[src/rtl/alu_seq_pkg.sv]
// alu_seq_pkg
// Shared definitions for the execute-stage ALU: op codes, FSM state
// encoding and the iterative-op classifier.
// Optional feature macro: ALU_SEQ_SIGNED_MD_EN (signed MULH/DIV/REM).
package alu_seq_pkg;

   localparam int unsigned OPC_W = 4;
   typedef logic [OPC_W-1:0] opc_t;

   localparam opc_t OP_ADD   = 4'd0;
   localparam opc_t OP_SUB   = 4'd1;
   localparam opc_t OP_AND   = 4'd2;
   localparam opc_t OP_OR    = 4'd3;
   localparam opc_t OP_GTU   = 4'd4;
   localparam opc_t OP_LTU   = 4'd5;
   localparam opc_t OP_XOR   = 4'd6;
   localparam opc_t OP_LT    = 4'd7;
   localparam opc_t OP_MUL   = 4'd8;
   localparam opc_t OP_MULHU = 4'd9;
   localparam opc_t OP_DIVU  = 4'd10;
   localparam opc_t OP_REMU  = 4'd11;
   localparam opc_t OP_MULH  = 4'd12;
   localparam opc_t OP_DIV   = 4'd13;
   localparam opc_t OP_REM   = 4'd14;
   localparam opc_t OP_UNK   = 4'd15;

   typedef enum logic [1:0] {
      S_IDLE = 2'd0,
      S_BUSY = 2'd1,
      S_DONE = 2'd2
   } state_t;

   function automatic logic is_iterative(input opc_t op);
      logic it;
      it = (op == OP_MUL) || (op == OP_MULHU) || (op == OP_DIVU) || (op == OP_REMU);
`ifdef ALU_SEQ_SIGNED_MD_EN
      it = it || (op == OP_MULH) || (op == OP_DIV) || (op == OP_REM);
`endif
      return it;
   endfunction

endpackage

[src/rtl/alu_seq_md_core.sv]
// alu_seq_md_core
// Iterative multiply / divide datapath. On start the operands are loaded;
// then WIDTH steps of shift-add (multiply) or restoring subtract (divide)
// run, one per clock. done pulses with the final step and res is valid
// in that same cycle, so the caller registers it on the last step edge.
// Ports: clk, rst_n (async active-low), flush (abort), start, op,
//        src_a, src_b (operands), done, res.
// Optional feature macro: ALU_SEQ_SIGNED_MD_EN (signed ops via magnitudes).
module alu_seq_md_core
   import alu_seq_pkg::*;
#(
   parameter int WIDTH = 32,
   parameter int CNT_W = $clog2(WIDTH + 1)
) (
   input  logic             clk,
   input  logic             rst_n,
   input  logic             flush,
   input  logic             start,
   input  opc_t             op,
   input  logic [WIDTH-1:0] src_a,
   input  logic [WIDTH-1:0] src_b,
   output logic             done,
   output logic [WIDTH-1:0] res
);

   localparam logic [CNT_W-1:0] CNT_LAST = CNT_W'(WIDTH);

   logic             active_q, active_d;
   logic [CNT_W-1:0] cnt_q, cnt_d, cnt_nx;
   opc_t             op_q, op_d;
   logic [WIDTH-1:0] a_q, a_d;
   logic             dz_q, dz_d;
   // hi: accumulator / partial remainder, lo: multiplier / quotient
   logic [WIDTH-1:0] hi_q, hi_d, lo_q, lo_d, dvs_q, dvs_d;
   logic [WIDTH-1:0] hi_nx, lo_nx, diff, a_mag, b_mag;
   logic [WIDTH:0]   sum_w, rem_w;
   logic             ge, is_mul;
`ifdef ALU_SEQ_SIGNED_MD_EN
   logic             neg_q, neg_d, sgn, a_neg, b_neg;
`endif

   always_comb begin
      is_mul = (op_q == OP_MUL) || (op_q == OP_MULHU);
`ifdef ALU_SEQ_SIGNED_MD_EN
      is_mul = is_mul || (op_q == OP_MULH);
`endif
      sum_w = {1'b0, hi_q} + (lo_q[0] ? {1'b0, dvs_q} : '0);
      rem_w = {hi_q, lo_q[WIDTH-1]};
      ge    = rem_w >= {1'b0, dvs_q};
      // remainder stays below 2^WIDTH after a successful subtract
      diff  = rem_w[WIDTH-1:0] - (ge ? dvs_q : '0);
      if (is_mul) begin
         hi_nx = sum_w[WIDTH:1];
         lo_nx = {sum_w[0], lo_q[WIDTH-1:1]};
      end else begin
         hi_nx = diff;
         lo_nx = {lo_q[WIDTH-2:0], ge};
      end
      cnt_nx = cnt_q + CNT_W'(1);
      done   = active_q && (cnt_nx == CNT_LAST);
   end

   always_comb begin
      res = '0;
      case (op_q)
         OP_MUL:   res = lo_nx;
         OP_MULHU: res = hi_nx;
         OP_DIVU:  res = dz_q ? '1 : lo_nx;
         OP_REMU:  res = dz_q ? a_q : hi_nx;
`ifdef ALU_SEQ_SIGNED_MD_EN
         // high half of the negated double-width product
         OP_MULH:  res = neg_q ? (~hi_nx + WIDTH'(lo_nx == '0)) : hi_nx;
         OP_DIV:   res = dz_q ? '1 : (neg_q ? -lo_nx : lo_nx);
         OP_REM:   res = dz_q ? a_q : (neg_q ? -hi_nx : hi_nx);
`endif
         default:  res = '0;
      endcase
   end

   always_comb begin
      active_d = active_q;
      cnt_d    = cnt_q;
      op_d     = op_q;
      a_d      = a_q;
      dz_d     = dz_q;
      hi_d     = hi_q;
      lo_d     = lo_q;
      dvs_d    = dvs_q;
      a_mag    = src_a;
      b_mag    = src_b;
`ifdef ALU_SEQ_SIGNED_MD_EN
      neg_d = neg_q;
      a_neg = src_a[WIDTH-1];
      b_neg = src_b[WIDTH-1];
      sgn   = (op == OP_MULH) || (op == OP_DIV) || (op == OP_REM);
      if (sgn && a_neg) a_mag = -src_a;
      if (sgn && b_neg) b_mag = -src_b;
`endif
      if (start) begin
         active_d = 1'b1;
         cnt_d    = '0;
         op_d     = op;
         a_d      = src_a;
         dz_d     = (src_b == '0);
         hi_d     = '0;
         lo_d     = a_mag;
         dvs_d    = b_mag;
`ifdef ALU_SEQ_SIGNED_MD_EN
         // remainder sign follows the dividend, others follow a^b
         neg_d = sgn && ((op == OP_REM) ? a_neg : (a_neg ^ b_neg));
`endif
      end else if (active_q) begin
         cnt_d = cnt_nx;
         hi_d  = hi_nx;
         lo_d  = lo_nx;
         if (done) active_d = 1'b0;
      end
      if (flush) begin
         active_d = 1'b0;
         cnt_d    = '0;
      end
   end

   always_ff @(posedge clk or negedge rst_n) begin
      if (!rst_n) begin
         active_q <= 1'b0;
         cnt_q    <= '0;
         op_q     <= OP_ADD;
         a_q      <= '0;
         dz_q     <= 1'b0;
         hi_q     <= '0;
         lo_q     <= '0;
         dvs_q    <= '0;
`ifdef ALU_SEQ_SIGNED_MD_EN
         neg_q    <= 1'b0;
`endif
      end else begin
         active_q <= active_d;
         cnt_q    <= cnt_d;
         op_q     <= op_d;
         a_q      <= a_d;
         dz_q     <= dz_d;
         hi_q     <= hi_d;
         lo_q     <= lo_d;
         dvs_q    <= dvs_d;
`ifdef ALU_SEQ_SIGNED_MD_EN
         neg_q    <= neg_d;
`endif
      end
   end

endmodule

[src/rtl/alu_seq_md.sv]
// alu_seq_md
// Execute-stage ALU: single-cycle integer ops plus iterative MUL/MULHU/
// DIVU/REMU (and signed MULH/DIV/REM when ALU_SEQ_SIGNED_MD_EN is defined).
// Registered result with valid/ready on both sides.
// Ports: clk, rst_n (async active-low), flush (sync abort),
//        in_valid/in_ready, op, src_a, src_b (request side),
//        out_valid/out_ready, result, zero (response side), busy.
// Requires OP_W >= 4; codes with upper bits set are treated as unknown.
//
// state  | meaning
// S_IDLE | empty, accepting
// S_BUSY | iterative op running in the core
// S_DONE | result held; accepts a new op when out_ready
module alu_seq_md
   import alu_seq_pkg::*;
#(
   parameter  int WIDTH = 32,
   parameter  int OP_W  = 4,
   localparam int CNT_W = $clog2(WIDTH + 1)
) (
   input  logic             clk,
   input  logic             rst_n,
   input  logic             flush,
   input  logic             in_valid,
   output logic             in_ready,
   input  logic [OP_W-1:0]  op,
   input  logic [WIDTH-1:0] src_a,
   input  logic [WIDTH-1:0] src_b,
   output logic             out_valid,
   input  logic             out_ready,
   output logic [WIDTH-1:0] result,
   output logic             zero,
   output logic             busy
);

   state_t           state_q, state_d;
   logic [WIDTH-1:0] result_q, result_d, alu_res, core_res;
   logic             zero_q, zero_d;
   logic             in_ready_c, fire, iter, core_start, core_done;
   opc_t             opc;

   alu_seq_md_core #(.WIDTH(WIDTH), .CNT_W(CNT_W)) u_core (
      .clk   (clk),
      .rst_n (rst_n),
      .flush (flush),
      .start (core_start),
      .op    (opc),
      .src_a (src_a),
      .src_b (src_b),
      .done  (core_done),
      .res   (core_res)
   );

   always_comb begin
      opc  = ((op >> OPC_W) == '0) ? op[OPC_W-1:0] : OP_UNK;
      iter = is_iterative(opc);

      alu_res = '0;
      case (opc)
         OP_ADD: alu_res = src_a + src_b;
         OP_SUB: alu_res = src_a - src_b;
         OP_AND: alu_res = src_a & src_b;
         OP_OR:  alu_res = src_a | src_b;
         OP_GTU: alu_res[0] = src_a > src_b;
         OP_LTU: alu_res[0] = src_a < src_b;
         OP_XOR: alu_res = src_a ^ src_b;
         OP_LT:  alu_res[0] = $signed(src_a) < $signed(src_b);
         OP_MULH, OP_DIV, OP_REM, OP_UNK: alu_res = '0;
         default: alu_res = '0;
      endcase

      in_ready_c = (state_q == S_IDLE) || ((state_q == S_DONE) && out_ready);
      fire       = in_valid && in_ready_c;
      core_start = fire && iter && !flush;

      state_d  = state_q;
      result_d = result_q;
      zero_d   = zero_q;
      case (state_q)
         S_BUSY: if (core_done) begin
            state_d  = S_DONE;
            result_d = core_res;
         end
         S_DONE: if (out_ready) state_d = S_IDLE;
         default: ;
      endcase
      if (fire) begin
         zero_d = (src_a == src_b);
         if (iter) begin
            state_d = S_BUSY;
         end else begin
            state_d  = S_DONE;
            result_d = alu_res;
         end
      end
      // flush beats a coinciding fire; held result is left untouched
      if (flush) begin
         state_d  = S_IDLE;
         result_d = result_q;
         zero_d   = zero_q;
      end
   end

   always_ff @(posedge clk or negedge rst_n) begin
      if (!rst_n) begin
         state_q  <= S_IDLE;
         result_q <= '0;
         zero_q   <= 1'b0;
      end else begin
         state_q  <= state_d;
         result_q <= result_d;
         zero_q   <= zero_d;
      end
   end

   assign in_ready  = in_ready_c;
   assign out_valid = (state_q == S_DONE);
   assign busy      = (state_q == S_BUSY);
   assign result    = result_q;
   assign zero      = zero_q;

endmodule
[config.mk]
export PLATFORM = sky130hd
export DESIGN_NAME = alu_seq_md
export DESIGN_NICKNAME = d
export VERILOG_FILES = /design/src/rtl/alu_seq_pkg.sv /design/src/rtl/alu_seq_md_core.sv /design/src/rtl/alu_seq_md.sv
export SDC_FILE = /design/constraint.sdc
export NUM_CORES = 1
export LEC_CHECK = 0
export ABC_AREA = 1
export ABC_CLOCK_PERIOD_IN_PS = 8250
export CAP_MARGIN = 20
export CELL_PAD_IN_SITES_DETAIL_PLACEMENT = 0
export CELL_PAD_IN_SITES_GLOBAL_PLACEMENT = 1
export CORE_ASPECT_RATIO = 1.75
export CORE_UTILIZATION = 45
export CTS_BUF_LIST = sky130_fd_sc_hd__clkbuf_8
export CTS_CLUSTER_SIZE = 25
export DETAILED_ROUTE_END_ITERATION = 8
export PLACE_DENSITY_LB_ADDON = 0.25
export SLEW_MARGIN = 10
export SYNTH_ARGS = -nofsm -noshare
export SYNTH_HDL_FRONTEND = slang
export SYNTH_SLANG_ARGS = --single-unit
export TNS_END_PERCENT = 50
[constraint.sdc]
create_clock -name clk -period 8.25 [get_ports clk]
set_clock_uncertainty 0.2 [all_clocks]
set_input_delay 1.65 -clock clk [delete_from_list [all_inputs] [get_ports clk]]
set_output_delay 1.65 -clock clk [all_outputs]
set_load 0.01 [all_outputs]
==> results_dict.tcl <==
set metrics [dict create \
    status "complete, but fails checks" \
    violations "DRC" \
    routed_via_density 6.03 \
    hold_viol_final 0 \
    avgSynthCellArea_sq_um 6.29 \
    dieHeight_um 277 \
    p_sw_w 0.00394 \
    grt_max_degree 113 \
    finish.utilization_pct 50.2 \
    startpoint "u_core.hi_q[27]$_DFFE_PN0P_" \
    overflow 0 \
    hpwlAfterDp_um 74300 \
    worstReg2RegEnd "result[21]$_DFFE_PN0N_" \
    crit_chain "ha_1, nand2_1, nor2_1, nand2_1, nor4_1, nand2_1, nand2_1, buf_4, nand2_1, ha_1, a21o_1, o21bai_1, a21oi_1, nand3_1, o21ai_0, nand3_1, a21oi_1, o21ai_0, nand2_1" \
    final_common_cell "nand2_1" \
    setup_viol 0 \
    reg2reg_setup_slack_ps 2540 \
    ys_warn_count 0 \
    fin_cells 3707 \
    drc_errors 3 \
    crit_path_end "result[21]$_DFFE_PN0N_" \
    clk_latency_ps 490 \
    switching_share_pct 58.7 \
    synth_compound_gate_area_share_pct 22.3 \
    fin_crit_sh_pct 69.2 \
    synth_area_sq_mm 0.0195 \
    fillCellCount 4490 \
    io_buffers 108 \
    synthSimpleGateAreaFrac_pct 29.6 \
    boundaryPins 109 \
    async_flop_share_pct 100 \
    grt_pass1_vias 22100 \
    rsz0062_at_grt "false" \
    drt_wl_total_um 91900 \
    yosys.area_share.adder_pct 13.3 \
    cp.required_ps 8470 \
    die-area_sq_mm 0.0441 \
    arrival_ps 5930 \
    synth_top_family_by_area "simple AND/OR/NAND/NOR gates" \
    power_frac_comb_pct 70.4 \
    antenna_left 0 \
    numCtsBuffers 17 \
    slew_viol_final 0 \
    placedCellCount 3673 \
    fmax_ghz 0.175 \
    r2r_start "u_core.hi_q[27]$_DFFE_PN0P_" \
    postCtsSetupBuffers 0 \
    drt-pass1-iter-count 9 \
    final_nets 3409 \
    drt-initial-drc-count 2240 \
    total_power_w 0.00670 \
    yosys.area_share.xor_xnor_pct 0.495 \
    hold_path.class "flop to flop" \
    rows 100 \
    setup_tns_ps 0 \
    maxSlewHeadroom_pct 15.0 \
    gp_congestion 1.09 \
    area_growth_pct 9.60 \
    clock-sinks 175 \
    grt_pass1_wl_um 136000 \
    pwr-share-clk_pct 9.2 \
    syn_nets 3371 \
    start_util_pct 45.8 \
    num_vias 22400 \
    vdd_drop_max_mv 0.142 \
    synthMuxAreaShare_pct 0.0578 \
    ctsResizeCount 0 \
    cp_slowest_cell "a21oi_1" \
    p_per_area_mw_per_mm2 314 \
    synth-seq-cells 175 \
    wire_per_inst_um 24.8 \
    cpMostUsedCell "nand2_1" \
    synthCells 3093 \
    die_w_um 159 \
    min_period_ps 5710 \
    cts.hold.buffers_added 0 \
    p_leak_nw 10.9 \
    p_int_w 0.00277 \
    multiInputGateArea_sq_mm 0.0128 \
    ys.flop_type "dfrtp_1" \
    synth_cell_types 61 \
    cpPeakStageDelay_ps 540 \
    seqPwrFrac_pct 20.4 \
    drive_gt1_share_pct 3.37 \
    worstHoldPathCells 2 \
    cts_root_buf "clkbuf_8" \
    mostFrequentLayoutCells "nand2_1 (809), inv_1 (457), o21ai_0 (259)" \
    clock_path_buffers 2 \
    h-tree-depth 4 \
    grtUsageTotal_pct 41.3 \
    regArea_sq_mm 0.00438 \
    antenna_found_initial 2 \
    path_clk_slew_ps 110 \
    critical_path_class "flop to flop" \
    holdWs_ps 268 \
    setup.worst_path.start_class "flop" \
    synth_edf_count 0 \
    r2r_cells 19 \
    cp_max_fo 33 \
    endpoint_kind "flop" \
    synth-seq-area-share_pct 22.5 \
    max_cap_violations 0 \
    core_sq_mm 0.0425 \
    tightest_slew_ps 1260 \
    cts_tree "yes" \
]
-- critical path, delay by kind of cell, from the launching register on --
kind                       cells  cell delay [ps]
and+or+nand+nor               10             2050
buffers and inverters          1              350
adders and majority gates      2              720
DFF                            1              490
AOI/OAI and AO/OA              6             1800
-- logic make-up (layout without fill, tap and decap cells) --
logic type,Yosys count,count (layout)
other cells,0,2
flops,175,175
xor+xnor,11,11
buf+inv,583,634
simple gates,1381,1381
fa+ha+maj,205,205
mux,1,1
compound gates,737,737
-- per-layer routing --
metal	vias up	GRT usage, %	part of all wire [%]
met2	1125	73.0	49
met4	2	40.6	12
met5	-	0	0.012
met3	400	5.05	5.8
met1	10500	41.4	34
li1	10300	-	-
-- synth_stat cells, types with 5 or more instances --
cell type | count | area share (%)
a21boi_0 | 12 | 0.46
a21o_1 | 15 | 0.58
a21oi_1 | 234 | 6.0
a221oi_1 | 19 | 0.85
a31oi_1 | 13 | 0.42
a32o_1 | 18 | 0.93
buf_2 | 49 | 1.3
clkbuf_1 | 55 | 1.1
dfrtp_1 | 175 | 22
ha_1 | 201 | 13
inv_1 | 457 | 8.8
inv_2 | 16 | 0.31
nand2_1 | 809 | 16
nand3_1 | 212 | 5.4
nand3b_1 | 8 | 0.31
nand4_1 | 31 | 1.0
nor2_1 | 243 | 4.7
nor2_2 | 5 | 0.16
nor3_1 | 29 | 0.75
nor4_1 | 15 | 0.48
o211ai_1 | 33 | 1.3
o21a_1 | 9 | 0.35
o21ai_0 | 259 | 6.7
o21ai_1 | 21 | 0.54
o21ai_2 | 6 | 0.27
o21bai_1 | 20 | 0.77
o221ai_1 | 29 | 1.3
o22ai_1 | 22 | 0.71
or2_2 | 10 | 0.32
xnor2_1 | 5 | 0.22
xor2_1 | 6 | 0.27
-- sequential cells by signal, indices dropped and copies added, names as in the netlist, 2 cells and up --
register	cells
state_q	2
u_core.lo_q	32
u_core.hi_q	32
u_core.cnt_q	6
result	32
u_core.dvs_q	32
u_core.op_q	4
u_core.a_q	32
-- metrics by stage --
step	cell area, sq um	setup WS (ps)
after floorplan	19500	4490
after global placement	20900	2760
after detailed placement	20900	2740
after CTS	21300	2690
after global routing	21300	2240
final	21300	2540
-- worst min path at each step --
stage / startpoint / to / slack [ps]
2_1_floorplan: u_core.op_q[3]$_DFFE_PN0P_ / u_core.op_q[3]$_DFFE_PN0P_ / 220
3_3_place_gp: u_core.op_q[3]$_DFFE_PN0P_ / u_core.op_q[3]$_DFFE_PN0P_ / 240
3_5_place_dp: u_core.op_q[3]$_DFFE_PN0P_ / u_core.op_q[3]$_DFFE_PN0P_ / 240
4_1_cts: u_core.op_q[3]$_DFFE_PN0P_ / u_core.op_q[3]$_DFFE_PN0P_ / 270
5_1_grt: u_core.a_q[12]$_DFFE_PN0P_ / u_core.a_q[12]$_DFFE_PN0P_ / 290
6_report: u_core.op_q[3]$_DFFE_PN0P_ / u_core.op_q[3]$_DFFE_PN0P_ / 270
-- power by group through the flow --
stage / sequential (W) / clock [W] / combinational, W
final: 0.00137 / 0.000619 / 0.00472
after detailed placement: 0.00137 / 0 / 0.00456
after floorplan: 0.00127 / 0 / 0.00304
after global placement: 0.00136 / 0 / 0.00453
after global routing: 0.00139 / 0.000658 / 0.00515
after CTS: 0.00135 / 0.000627 / 0.00459
-- cell type report --
class / count / share of cell area (%)
repair buffers: 128 / 5.79
clock buffers: 17 / 1.10
multi-input cells: 2335 / 60.2
flip-flops and latches: 175 / 20.5
clock inverters: 15 / 0.774
well taps: 561 / 3.29
diodes: 2 / 0.0235
inverters: 474 / 8.34
Note: power is estimated with default switching activity, not from simulation.
